--- src/rtl/cpu_types_pkg.sv ---
// rtl/cpu_types_pkg.sv - shared CPU types for the fetch stage
// Contents:
//   word_t       32-bit machine word
//   pcsel_t      next-PC source selected by decode
//   br_offset()  word-offset branch immediate -> byte offset
package cpu_types_pkg;

  typedef logic [31:0] word_t;

  typedef enum logic [1:0] {
    PC_JUMP   = 2'b00,
    PC_BRANCH = 2'b01,
    PC_JR     = 2'b10,
    PC_SEQ    = 2'b11
  } pcsel_t;

  // Sign-extend a 16-bit word offset and scale it to bytes.
  function automatic word_t br_offset(input logic [15:0] imm);
    return {{14{imm[15]}}, imm, 2'b00};
  endfunction

endpackage

--- src/rtl/fetch_stage_if.sv ---
// rtl/fetch_stage_if.sv - instruction cache request/response bundle
// Signals:
//   iREN      fetch -> icache  read enable
//   imemaddr  fetch -> icache  fetch address
//   ihit      icache -> fetch  imemload is valid for imemaddr this cycle
//   imemload  icache -> fetch  instruction word
// Modports: master (fetch side), slave (icache side).
interface fetch_stage_if import cpu_types_pkg::*; ();

  logic  iREN;
  word_t imemaddr;
  logic  ihit;
  word_t imemload;

  modport master (output iREN, output imemaddr, input ihit, input imemload);
  modport slave  (input iREN, input imemaddr, output ihit, output imemload);

endinterface

--- src/rtl/pc_next_calc.sv ---
// rtl/pc_next_calc.sv - redirect decision and control-flow target select
// Ports:
//   pcsel_i         next-PC source from decode
//   branch_taken_i  branch condition resolved true
//   valid_i         IF/ID holds a live instruction
//   stall_i         hazard stall
//   npc_i           IF/ID PC+4 of the instruction in decode
//   br_imm_i        branch offset in words
//   jaddr_i         jump target field
//   jr_addr_i       register target for jr
//   redirect_o      fetch must be steered to target_o
//   target_o        redirect address
module pc_next_calc import cpu_types_pkg::*; (
  input  pcsel_t      pcsel_i,
  input  logic        branch_taken_i,
  input  logic        valid_i,
  input  logic        stall_i,
  input  word_t       npc_i,
  input  logic [15:0] br_imm_i,
  input  logic [25:0] jaddr_i,
  input  word_t       jr_addr_i,
  output logic        redirect_o,
  output word_t       target_o
);

  always_comb begin
    redirect_o = 1'b0;
    target_o   = npc_i;
    case (pcsel_i)
      PC_JUMP: begin
        redirect_o = 1'b1;
        target_o   = {npc_i[31:28], jaddr_i, 2'b00};
      end
      PC_BRANCH: begin
        redirect_o = branch_taken_i;
        target_o   = npc_i + br_offset(br_imm_i);
      end
      PC_JR: begin
        redirect_o = 1'b1;
        target_o   = jr_addr_i;
      end
      default: begin
        redirect_o = 1'b0;
        target_o   = npc_i;
      end
    endcase
    // A stalled or empty decode slot never steers fetch.
    redirect_o = redirect_o & valid_i & ~stall_i;
  end

endmodule

--- src/rtl/fetch_stage.sv ---
// rtl/fetch_stage.sv - instruction fetch stage with IF/ID latch
// Optional feature: FETCH_SKID_EN adds a one-entry skid buffer that keeps an
// icache hit arriving during a stall instead of refetching it.
// Parameters:
//   PC_INIT       PC value loaded on reset
// Ports:
//   CLK, RST      clock, asynchronous active-high reset
//   imem          icache bundle (master side)
//   stall         hazard stall: hold IF/ID and PC
//   PCSel         decode next-PC source (00 jump, 01 branch, 10 jr, 11 seq)
//   branch_taken  branch condition true
//   br_imm        branch word offset
//   jaddr         jump target field
//   jr_addr       jr register target
//   halt          HALT decoded in ID
//   instr_o       IF/ID instruction
//   npc_o         IF/ID PC+4
//   valid_o       IF/ID holds a live instruction
module fetch_stage import cpu_types_pkg::*; #(
  parameter word_t PC_INIT = 32'h0000_0000
) (
  input  logic          CLK,
  input  logic          RST,
  fetch_stage_if.master imem,
  input  logic          stall,
  input  logic [1:0]    PCSel,
  input  logic          branch_taken,
  input  logic [15:0]   br_imm,
  input  logic [25:0]   jaddr,
  input  word_t         jr_addr,
  input  logic          halt,
  output word_t         instr_o,
  output word_t         npc_o,
  output logic          valid_o
);

  word_t pc_q, pc_d;
  word_t instr_q, instr_d;
  word_t npc_q, npc_d;
  logic  valid_q, valid_d;
  logic  halted_q, halted_d;

`ifdef FETCH_SKID_EN
  logic  skid_valid_q, skid_valid_d;
  word_t skid_instr_q, skid_instr_d;
  word_t skid_npc_q, skid_npc_d;
`endif

  logic  redirect;
  word_t target;
  word_t pc_plus4;

  assign pc_plus4      = pc_q + 32'd4;
  assign imem.iREN     = ~halted_q;
  assign imem.imemaddr = pc_q;
  assign instr_o       = instr_q;
  assign npc_o         = npc_q;
  assign valid_o       = valid_q;

  pc_next_calc u_pc_next_calc (
    .pcsel_i        (pcsel_t'(PCSel)),
    .branch_taken_i (branch_taken),
    .valid_i        (valid_q),
    .stall_i        (stall),
    .npc_i          (npc_q),
    .br_imm_i       (br_imm),
    .jaddr_i        (jaddr),
    .jr_addr_i      (jr_addr),
    .redirect_o     (redirect),
    .target_o       (target)
  );

  always_comb begin
    pc_d     = pc_q;
    instr_d  = instr_q;
    npc_d    = npc_q;
    valid_d  = valid_q;
    halted_d = halted_q | (halt & valid_q & ~stall);
`ifdef FETCH_SKID_EN
    skid_valid_d = skid_valid_q;
    skid_instr_d = skid_instr_q;
    skid_npc_d   = skid_npc_q;
`endif

    if (halted_q) begin
      valid_d = 1'b0;
    end else if (stall) begin
`ifdef FETCH_SKID_EN
      // Keep one hit that lands while decode is stalled and move the PC on.
      if (imem.ihit && !skid_valid_q) begin
        skid_valid_d = 1'b1;
        skid_instr_d = imem.imemload;
        skid_npc_d   = pc_plus4;
        pc_d         = pc_plus4;
      end
`endif
    end else if (redirect) begin
      pc_d    = target;
      instr_d = '0;
      npc_d   = '0;
      valid_d = 1'b0;
`ifdef FETCH_SKID_EN
      skid_valid_d = 1'b0;
`endif
`ifdef FETCH_SKID_EN
    end else if (skid_valid_q) begin
      // Drain the buffered word; the PC already points past it, so this
      // cycle's icache response is ignored and re-requested next cycle.
      instr_d      = skid_instr_q;
      npc_d        = skid_npc_q;
      valid_d      = 1'b1;
      skid_valid_d = 1'b0;
`endif
    end else if (imem.ihit) begin
      pc_d    = pc_plus4;
      instr_d = imem.imemload;
      npc_d   = pc_plus4;
      valid_d = 1'b1;
    end else begin
      valid_d = 1'b0;
    end
  end

  always_ff @(posedge CLK or posedge RST) begin
    if (RST) begin
      pc_q     <= PC_INIT;
      instr_q  <= '0;
      npc_q    <= '0;
      valid_q  <= 1'b0;
      halted_q <= 1'b0;
`ifdef FETCH_SKID_EN
      skid_valid_q <= 1'b0;
      skid_instr_q <= '0;
      skid_npc_q   <= '0;
`endif
    end else begin
      pc_q     <= pc_d;
      instr_q  <= instr_d;
      npc_q    <= npc_d;
      valid_q  <= valid_d;
      halted_q <= halted_d;
`ifdef FETCH_SKID_EN
      skid_valid_q <= skid_valid_d;
      skid_instr_q <= skid_instr_d;
      skid_npc_q   <= skid_npc_d;
`endif
    end
  end

endmodule

--- src/flat_wrapper.sv ---
// flat-port wrapper written by rule: the top's interface ports become plain ports
module fetch_stage_flat import cpu_types_pkg::*;
#(
  parameter word_t PC_INIT = 32'h0000_0000
)
  (CLK, RST, stall, PCSel, branch_taken, br_imm, jaddr, jr_addr, halt, instr_o, npc_o, valid_o, imem_iREN, imem_imemaddr, imem_ihit, imem_imemload);
  fetch_stage_if imem_i ();
  input  logic CLK;
  input  logic RST;
  input  logic stall;
  input  logic [1:0] PCSel;
  input  logic branch_taken;
  input  logic [15:0] br_imm;
  input  logic [25:0] jaddr;
  input  word_t jr_addr;
  input  logic halt;
  output word_t instr_o;
  output word_t npc_o;
  output logic valid_o;
  output wire logic [$bits(imem_i.iREN)-1:0] imem_iREN;
  output wire logic [$bits(imem_i.imemaddr)-1:0] imem_imemaddr;
  input wire logic [$bits(imem_i.ihit)-1:0] imem_ihit;
  input wire logic [$bits(imem_i.imemload)-1:0] imem_imemload;
  assign imem_iREN = imem_i.iREN;
  assign imem_imemaddr = imem_i.imemaddr;
  assign imem_i.ihit = imem_ihit;
  assign imem_i.imemload = imem_imemload;
  fetch_stage #(.PC_INIT(PC_INIT)) u_core (.CLK(CLK), .RST(RST), .imem(imem_i), .stall(stall), .PCSel(PCSel), .branch_taken(branch_taken), .br_imm(br_imm), .jaddr(jaddr), .jr_addr(jr_addr), .halt(halt), .instr_o(instr_o), .npc_o(npc_o), .valid_o(valid_o));
endmodule
--- config.mk ---
export PLATFORM = sky130hd
export DESIGN_NAME = fetch_stage_flat
export DESIGN_NICKNAME = d
export VERILOG_FILES = /design/src/rtl/cpu_types_pkg.sv /design/src/rtl/fetch_stage_if.sv /design/src/rtl/pc_next_calc.sv /design/src/rtl/fetch_stage.sv /design/src/flat_wrapper.sv
export SDC_FILE = /design/constraint.sdc
export NUM_CORES = 1
export LEC_CHECK = 0
export CAP_MARGIN = 20
export CELL_PAD_IN_SITES_DETAIL_PLACEMENT = 1
export CELL_PAD_IN_SITES_GLOBAL_PLACEMENT = 1
export CORE_AREA = 10 10 194 160
export DETAILED_ROUTE_END_ITERATION = 8
export DIE_AREA = 0 0 204 170
export PLACE_DENSITY_LB_ADDON = 0.1
export SLEW_MARGIN = 40
export SYNTH_ARGS = -nofsm -noshare
export SYNTH_HDL_FRONTEND = slang
export SYNTH_SLANG_ARGS = --single-unit
--- constraint.sdc ---
create_clock -name CLK -period 7.45 [get_ports CLK]
set_input_delay 1.49 -clock CLK [delete_from_list [all_inputs] [get_ports CLK]]
set_output_delay 1.49 -clock CLK [all_outputs]
set_load 0.01 [all_outputs]
## Yosys cells after proc, flatten, opt, wreduce, memory -nomap -nowiden

Cells that the tools add are included.

| operators by class | value |
|---|---|
| add/subtract/negate cells | 2 |
| equality and inequality tests | 3 |
| muxes and demuxes | 11 |
| bitwise gates (word level) | 7 |
| reduce and logical (&&, ||, !) cells | 4 |

Operators with widths:

| cell | count |
|---|---|
| 32-bit two-way mux | 5 |
| 32-bit case mux with 3 select lines | 1 |
| 32-bit by 3-bit adder with 32-bit output, second input constant | 1 |
| 32-bit adder | 1 |
| 1-bit AND | 4 |
| 1-bit two-way mux | 4 |
| 3-bit AND reduction | 1 |
| 2-bit by 1-bit == test with 1-bit output, second input constant | 1 |
| 2-bit == test, second input constant | 1 |
| 2-bit logical NOT | 1 |
| 2-bit by 1-bit inequality test with 1-bit output, second input constant | 1 |
| 1-bit inverter | 2 |
| 1-bit case mux with 2 select lines | 1 |
| 2-bit nonzero test | 1 |
| 2-bit OR reduction | 1 |
| 1-bit OR | 1 |

| word-level totals | value |
|---|---|
| register bits | 98 |
| input port bits | 114 |
| output and inout bits | 98 |
| word-level logic and storage cells | 32 |

## Depth between registers and ports, before layout

Gate-level depths: netlist of the first run.

| logic depth | value |
|---|---|
| word-level depth | 8 |
| depth in mapped cells | 12 |
| mapped depth without buffers | 12 |

## Cells and area by module

A second synthesis of the first run with hierarchy kept.

| second synthesis, totals | value |
|---|---|
| cell total of the unflattened synthesis | 651 |
| area total of the unflattened synthesis | 6671.4 µm² |

By module, submodules not included:

| module | instances | cells an instance | area an instance (µm²) | seq. area each (µm²) |
|---|---|---|---|---|
| fetch_stage | 1 | 391 | 4409.2 | 2452.4 |
| pc_next_calc | 1 | 260 | 2262.2 | 0.0 |

## Worst setup path after synthesis of the first run

OpenSTA, ideal clock, no wires.

| timing path | value |
|---|---|
| kind | input to register |
| start point | in br_imm[0] |
| end point | reg u_core.pc_q[24] (netlist: u_core.imem.imemaddr[24]) |
| library setup time | 0.123 ns |
| arrival | 3.414 ns |
| required time | 7.327 ns |
| slack | 3.912 ns |
| stages | 12 |
| path buffers | 0 |
| path through | ha_1 > inv_1 > fa_1 > nor2b_1 > o31a_1 > o31ai_2 > o21ai_1 > nand4b_1 > a21oi_1 > or3_1 > a21oi_1 > o21ai_1 |

| between the ends | value |
|---|---|
| word-level cells in the longest chain between the ends | 3 |

RTL lines:

| element | line | source |
|---|---|---|
| start: declaration | flat_wrapper.sv:13 | `input logic [15:0] br_imm;` |
| 32-bit adder | pc_next_calc.sv:36 | `target_o = npc_i + br_offset(br_imm_i);` |
| 32-bit case mux with 3 select lines | pc_next_calc.sv:29 | `case (pcsel_i)` |
| 32-bit two-way mux | fetch_stage.sv:97 | `end else if (redirect) begin` |
| end signal: assignment | fetch_stage.sv:137 | `pc_q <= pc_d;` |
| end: declaration | fetch_stage.sv:37 | `word_t pc_q, pc_d;` |

No other way between the ends.
A chain may end at the register's enable or synchronous reset.

## Worst setup path in the final report of the first run

| timing path | value |
|---|---|
| start point | in PCSel[0] |
| end point | reg u_core.pc_q[30] (netlist: u_core.imem.imemaddr[30]) |

| between the ends | value |
|---|---|
| word-level cells in the longest chain between the ends | 7 |

RTL lines:

| element | line | source |
|---|---|---|
| start: declaration | flat_wrapper.sv:11 | `input logic [1:0] PCSel;` |
| 2-bit == test or 2-bit logical NOT (tied branches) | pc_next_calc.sv:29 |  |
| 2-bit OR reduction (no line) | - |  |
| 1-bit case mux with 2 select lines | pc_next_calc.sv:29 |  |
| 1-bit AND (2 in series) | pc_next_calc.sv:48 | `redirect_o = redirect_o & valid_i & ~stall_i;` |
| 2-bit nonzero test (no line) | - |  |
| 3-bit AND reduction (no line) | - |  |

Several ways; a longest one is shown, not always the timed one.

==> flow_summary.ini, run 1 <==
[clock_tree]
numCtsBuffers = 9
root_buffer = clkbuf_16
clk_latency_ns = 0.36
postCtsSetupBuffers = 0
h-tree-depth = 3
clock_path_buffers = 2
clk_pin_slew_ns = 0.07
cts.hold.buffers_added = 0
cts_tree = done
ctsResizeCount = 0
clock_sinks = 98

[sta]
fin_tns_setup_ns = 0
tightest_slew_ns = 0.797
max_freq_mhz = 232
slew_headroom_pct = 46.7
finalCriticalPeriod_ns = 4.32
skew_ns = 0.0141
rsz0062_at_grt = false
setup_ws_ns = 3.13
period_share_pct = 58.0
hold_viol = 0
drv_slew = 0
setup_viol = 0
holdWs_ns = 0.509

[job]
max_cap_violations = 0

[critical_path]
cp_cell_sequence = clkdlybuf4s50_1, buf_4, o21ai_1, nand2_1, nand2_1, nor2_4, buf_4, nand3_1, o221ai_1, o311ai_1
reg2regPathDepth = 12
worstSetupPathType = in -> reg
path_buf_inv = 3
slowest_stage = nand2_1
arrival_ns = 4.54
max_stage_delay_ns = 0.48
worstSetupEndpointType = flop
critical_path_depth = 10
cp_data_required_time_ns = 7.67
startpoint_type = input port
crit_family = simple AND/OR/NAND/NOR gates
critical_path.max_fanout = 41

[layout]
final_util_pct = 35.0
instances_no_fill = 1310
drive_gt1_share_pct = 7.00
fin_area_mm2 = 0.00944
fin_nets = 1083
final_common_cell = clkdlybuf4s50_1
area_growth_pct = 41.2
layout_common_cells = 208 x clkdlybuf4s50_1, 98 x dfrtp_1, 71 x nand2_1
num-fill-cells = 3088

[logic_synthesis]
ys_ff_latch = 98
yosys.cell_types.count = 70
yosysWarnings = 0
synthCells = 753
syn-cell-area_mm2 = 0.00668
syn_nets = 898
syn_area_per_cell_um2 = 8.88
async_flop_share_pct = 100
synth_edf_count = 0
synthFlopType = dfrtp_1
ys_seq_area_share_pct = 36.7

[floorplan]
fp.dieW_um = 204
dieArea_mm2 = 0.0347
die_h_um = 170
core_area_mm2 = 0.0270
fp-row-count = 54
start_util_pct = 24.8
io_pins = 212

[route]
wl_per_cell_um = 22.4
viasPerCell = 5.05
dr.pass1.iters = 4
drt_iter0_markers = 480
wirelength_um = 29400
drc_errors = 0
num_vias = 6612
final_antenna_net_count = 0

[placement]
port_buffers = 211
dp_hpwl_um = 22300
post-place-ws_ns = 2.70
dpl_cell_area_mm2 = 0.00916
place_inst = 1291
gp_congestion = 0.831

[global_route]
grt_util_met2_pct = 25.5
grt_busiest_layer = met2
grt_start_max_net_pins = 62
use_met3_pct = 4.38
grt_overflow = 0
grt_pass1_wl_um = 44900
use_met1_pct = 23.2
grt_usage_pct = 16.6
grt_pass1_vias = 7123
antenna_found_initial = 5

[power_and_ir_drop]
leakage_nw = 3.81
ir_drop_mv = 0.0988
p_per_area_mw_per_mm2 = 143
finalPower_mw = 1.35

[status]
status = complete, no violations

[worst_hold_path]
hp-class = reg -> reg
hold-path-cell-count = 1
[worst reg2reg max path: stages (launching register included)]
cell	delay, ns
dfrtp_1	0.41
ha_1	0.20
inv_1	0.07
fa_1	0.21
nor2b_1	0.08
o31a_1	0.28
o31ai_2	0.55
o21ai_1	0.19
nand4b_1	0.23
nand2_1	0.12
a221oi_2	0.27
xor2_1	0.22
o21ai_1	0.08
[cell type report]
type                    count  area (um^2)  share of cell area [%]
clock inverters             7         57.6                   0.610
diodes                      3         7.51                  0.0796
inverters                  15         58.8                   0.623
clock buffers               9          225                    2.39
multi-input cells         594         4010                    42.5
flip-flops and latches     98         2450                    26.0
well taps                 364          455                    4.83
repair buffers            220         2170                    23.0
[where the power goes]
part           total, mW  switching, mW  leakage [nW]  internal [mW]
Combinational      0.312          0.153          2.38          0.160
Sequential         0.571         0.0209          1.29          0.550
Clock              0.471          0.238         0.141          0.233
[synthesized netlist by cell type, types with 13 or more instances]
master | instances | area [um^2]
dfrtp_1 | 98 | 2450
nand2_1 | 72 | 270
o21ai_0 | 60 | 300
a21oi_1 | 50 | 250
nor2_1 | 50 | 188
a22o_1 | 36 | 315
clkbuf_1 | 36 | 135
xnor2_1 | 32 | 280
ha_1 | 30 | 375
nand3_1 | 21 | 105
mux2_2 | 19 | 214
inv_1 | 15 | 56.3
o21ai_1 | 15 | 75.1
xor2_1 | 15 | 131
a21o_1 | 13 | 97.6
[state kept, by name, summed over array words and instances (netlist names)]
register	count
u_core.halted_q	1
u_core.imem.imemaddr	32
u_core.npc_o	32
u_core.valid_o	1
u_core.instr_o	32
[final timing paths]
path / from / endpoint / slack (ns)
worst max register to register: u_core.npc_o[2]$_DFFE_PP0P_ / u_core.imem.imemaddr[28]$_DFFE_PP0P_ / 4.44
worst min register to register: u_core.instr_o[11]$_DFFE_PP0P_ / u_core.instr_o[11]$_DFFE_PP0P_ / 0.51
min in group asynchronous: RST / u_core.instr_o[31]$_DFFE_PP0P_ / 1.51
worst max-delay path: PCSel[0] / u_core.imem.imemaddr[30]$_DFFE_PP0P_ / 3.13
max in group asynchronous: RST / u_core.imem.imemaddr[10]$_DFFE_PP0P_ / 4.89
worst min-delay path: u_core.instr_o[11]$_DFFE_PP0P_ / u_core.instr_o[11]$_DFFE_PP0P_ / 0.51
[routing by layer]
layer | up-vias | wire (um) | share of wire, %
met5 | - | 8 | 0.027
met4 | 2 | 170 | 0.58
met3 | 15 | 1880 | 6.4
met2 | 145 | 13000 | 44
met1 | 3274 | 14300 | 49
li1 | 3176 | - | -
[kinds of logic (layout without fill, tap and decap cells)]
family	Yosys count	after routing	share of synthesized area, %
compound gates	270	270	27.5
simple gates	221	221	16.0
flops	98	98	36.7
buf+inv	61	251	3.61
xor+xnor	47	47	6.16
fa+ha+maj	31	31	5.92
mux	25	25	4.12
other cells	0	3	0
(Power assumes the default switching activity.)
==> run 2, diff against run 1 <==
==> constraint.sdc (replaced) <==
create_clock -name CLK -period 3.8 [get_ports CLK]
set_input_delay 0.76 -clock CLK [delete_from_list [all_inputs] [get_ports CLK]]
set_output_delay 0.76 -clock CLK [all_outputs]
set_load 0.01 [all_outputs]
==> run 2 against run 1 <==
Net effect:
- critical path depth rose by 1
- final cell count rose by 1.3%
- hold slack got worse by 0.0029 ns
- clock skew down 0.0042 ns
- count of clock-buffer cells in the layout rose by 1
- combinational power is 100% higher
- utilization grew 0.78 points
- worst setup slack got worse by 2.6 ns
- critical path type unchanged
- largest power group unchanged
==> flow_summary.ini, run 2 (synthesis results as in run 1) <==
[status]
status = complete, no violations

[sta]
drv_slew = 0
hold_viol = 0
rsz0062_at_grt = false
fin_tns_setup_ns = 0
slew_headroom_pct = 53.1
tightest_slew_ns = 0.704
period_share_pct = 85.5
max_freq_mhz = 308
skew_ns = 0.00992
finalCriticalPeriod_ns = 3.25
setup_viol = 0

[layout]
final_common_cell = clkdlybuf4s50_1
area_growth_pct = 44.3
fin_nets = 1101
layout_common_cells = 210 x clkdlybuf4s50_1, 98 x dfrtp_1, 72 x nand2_1
drive_gt1_share_pct = 8.32

[clock_tree]
postCtsSetupBuffers = 0
h-tree-depth = 3
clk_pin_slew_ns = 0.08
clock_path_buffers = 2
clk_latency_ns = 0.36
cts_tree = done
cts.hold.buffers_added = 0
clock_sinks = 98
numCtsBuffers = 9
ctsResizeCount = 0
root_buffer = clkbuf_16

[floorplan]
die_h_um = 170
fp-row-count = 54
fp.dieW_um = 204
core_area_mm2 = 0.0270
dieArea_mm2 = 0.0347
io_pins = 212
start_util_pct = 24.8

[power_and_ir_drop]
cell_internal_pwr_mw = 1.98
leakage_nw = 3.93
finalPower_mw = 2.79
p_per_area_mw_per_mm2 = 289
clockPowerShare_pct = 37.4
p_sw_mw = 0.803
swShare_pct = 28.8
seqPwrFrac_pct = 40.1
ir_drop_mv = 0.186
comb_power_share_pct = 22.5

[route]
drc_errors = 0
final_antenna_net_count = 0
wl_per_cell_um = 22.7
dr.pass1.iters = 4
drt_iter0_markers = 413
viasPerCell = 5.11
num_vias = 6783
wirelength_um = 30100

[global_route]
grt_pass1_wl_um = 46500
grt_pass1_vias = 7372
grt_usage_pct = 17.1
antenna_found_initial = 1
grt_overflow = 0
grt_start_max_net_pins = 48

[job]
max_cap_violations = 0

[worst_hold_path]
hp-class = reg -> reg
hold-path-cell-count = 1

[critical_path]
arrival_ns = 3.55
cp_data_required_time_ns = 4.10
worstSetupEndpointType = flop
reg2regPathDepth = 10
startpoint_type = input port
critical_path.max_fanout = 3
worstSetupPathType = in -> reg

[placement]
port_buffers = 211
gp_congestion = 0.837
dp_hpwl_um = 23100
## run 2: cell count changes in the layout (fill, tap and decap cells not counted), moves of 2 or more
cell             previous run  this run
bufinv_16                   0         2
buf_4                       8        24
buf_12                      0         3
clkdlybuf4s50_1           208       210
inv_6                       4         0
buf_2                       3         1
## run 2: worst paths after layout
path                                                start                                    to  slack, ns
max in group asynchronous                             RST          u_core.npc_o[28]$_DFFE_PP0P_       2.20
setup reg to reg              u_core.npc_o[5]$_DFFE_PP0P_  u_core.imem.imemaddr[19]$_DFFE_PP0P_       0.95
hold / removal             u_core.instr_o[12]$_DFFE_PP0P_        u_core.instr_o[12]$_DFFE_PP0P_       0.51
hold reg to reg            u_core.instr_o[12]$_DFFE_PP0P_        u_core.instr_o[12]$_DFFE_PP0P_       0.51
min in group asynchronous                             RST        u_core.instr_o[26]$_DFFE_PP0P_       0.86
setup / recovery                                br_imm[1]  u_core.imem.imemaddr[19]$_DFFE_PP0P_       0.55
## run 2: area by class of cell
| type | instances | area (um^2) |
|---|---|---|
| clock inverters | 6 | 90.1 |
| clock buffers | 10 | 229 |
| fillers | 3091 | 17300 |
| diodes | 2 | 5.00 |
| inverters | 15 | 58.8 |
| well taps | 364 | 455 |
| flip-flops and latches | 98 | 2450 |
| multi-input cells | 594 | 4010 |
| repair buffers | 238 | 2350 |
## run 2: stage by stage
stage	area [um^2]	setup WS [ns]	cells	hold WS (ns)	utilization [%]
3_5_place_dp	9320	0.169	1309	0.491	34.6
5_1_grt	9640	0.289	1325	0.534	35.8
4_1_cts	9640	0.558	1325	0.513	35.8
3_3_place_gp	9320	0.168	1309	0.488	34.6
2_1_floorplan	6680	0.478	753	0.471	-
6_report	9650	0.549	1327	0.506	35.8
## run 2: power groups by stage
stage | Combinational (mW) | Sequential, mW | Clock (mW)
6_report | 0.627 | 1.12 | 1.04
2_1_floorplan | 0.298 | 1.14 | 0
5_1_grt | 0.686 | 1.13 | 1.12
3_5_place_dp | 0.630 | 1.14 | 0
3_3_place_gp | 0.628 | 1.14 | 0
4_1_cts | 0.633 | 1.12 | 1.08
## run 2: worst max-delay path: stages
cell and delay [ns]:
clkdlybuf4s50_1 0.43, ha_1 0.29, a21oi_1 0.09, nand4b_1 0.35
a21oi_4 0.31, o21ai_2 0.14, or3_1 0.37, nand2_1 0.11
xnor2_1 0.10, a2111oi_1 0.42, a211o_1 0.16
## run 2: layer usage
metal | up-vias | global-route usage (%) | routed length (um)
li1 | 3213 | - | -
met1 | 3395 | 24.2 | 15000
met2 | 169 | 26.2 | 13200
met3 | 6 | 4.71 | 1730
met4 | 0 | 1.96 | 102
met5 | - | 0 | 0
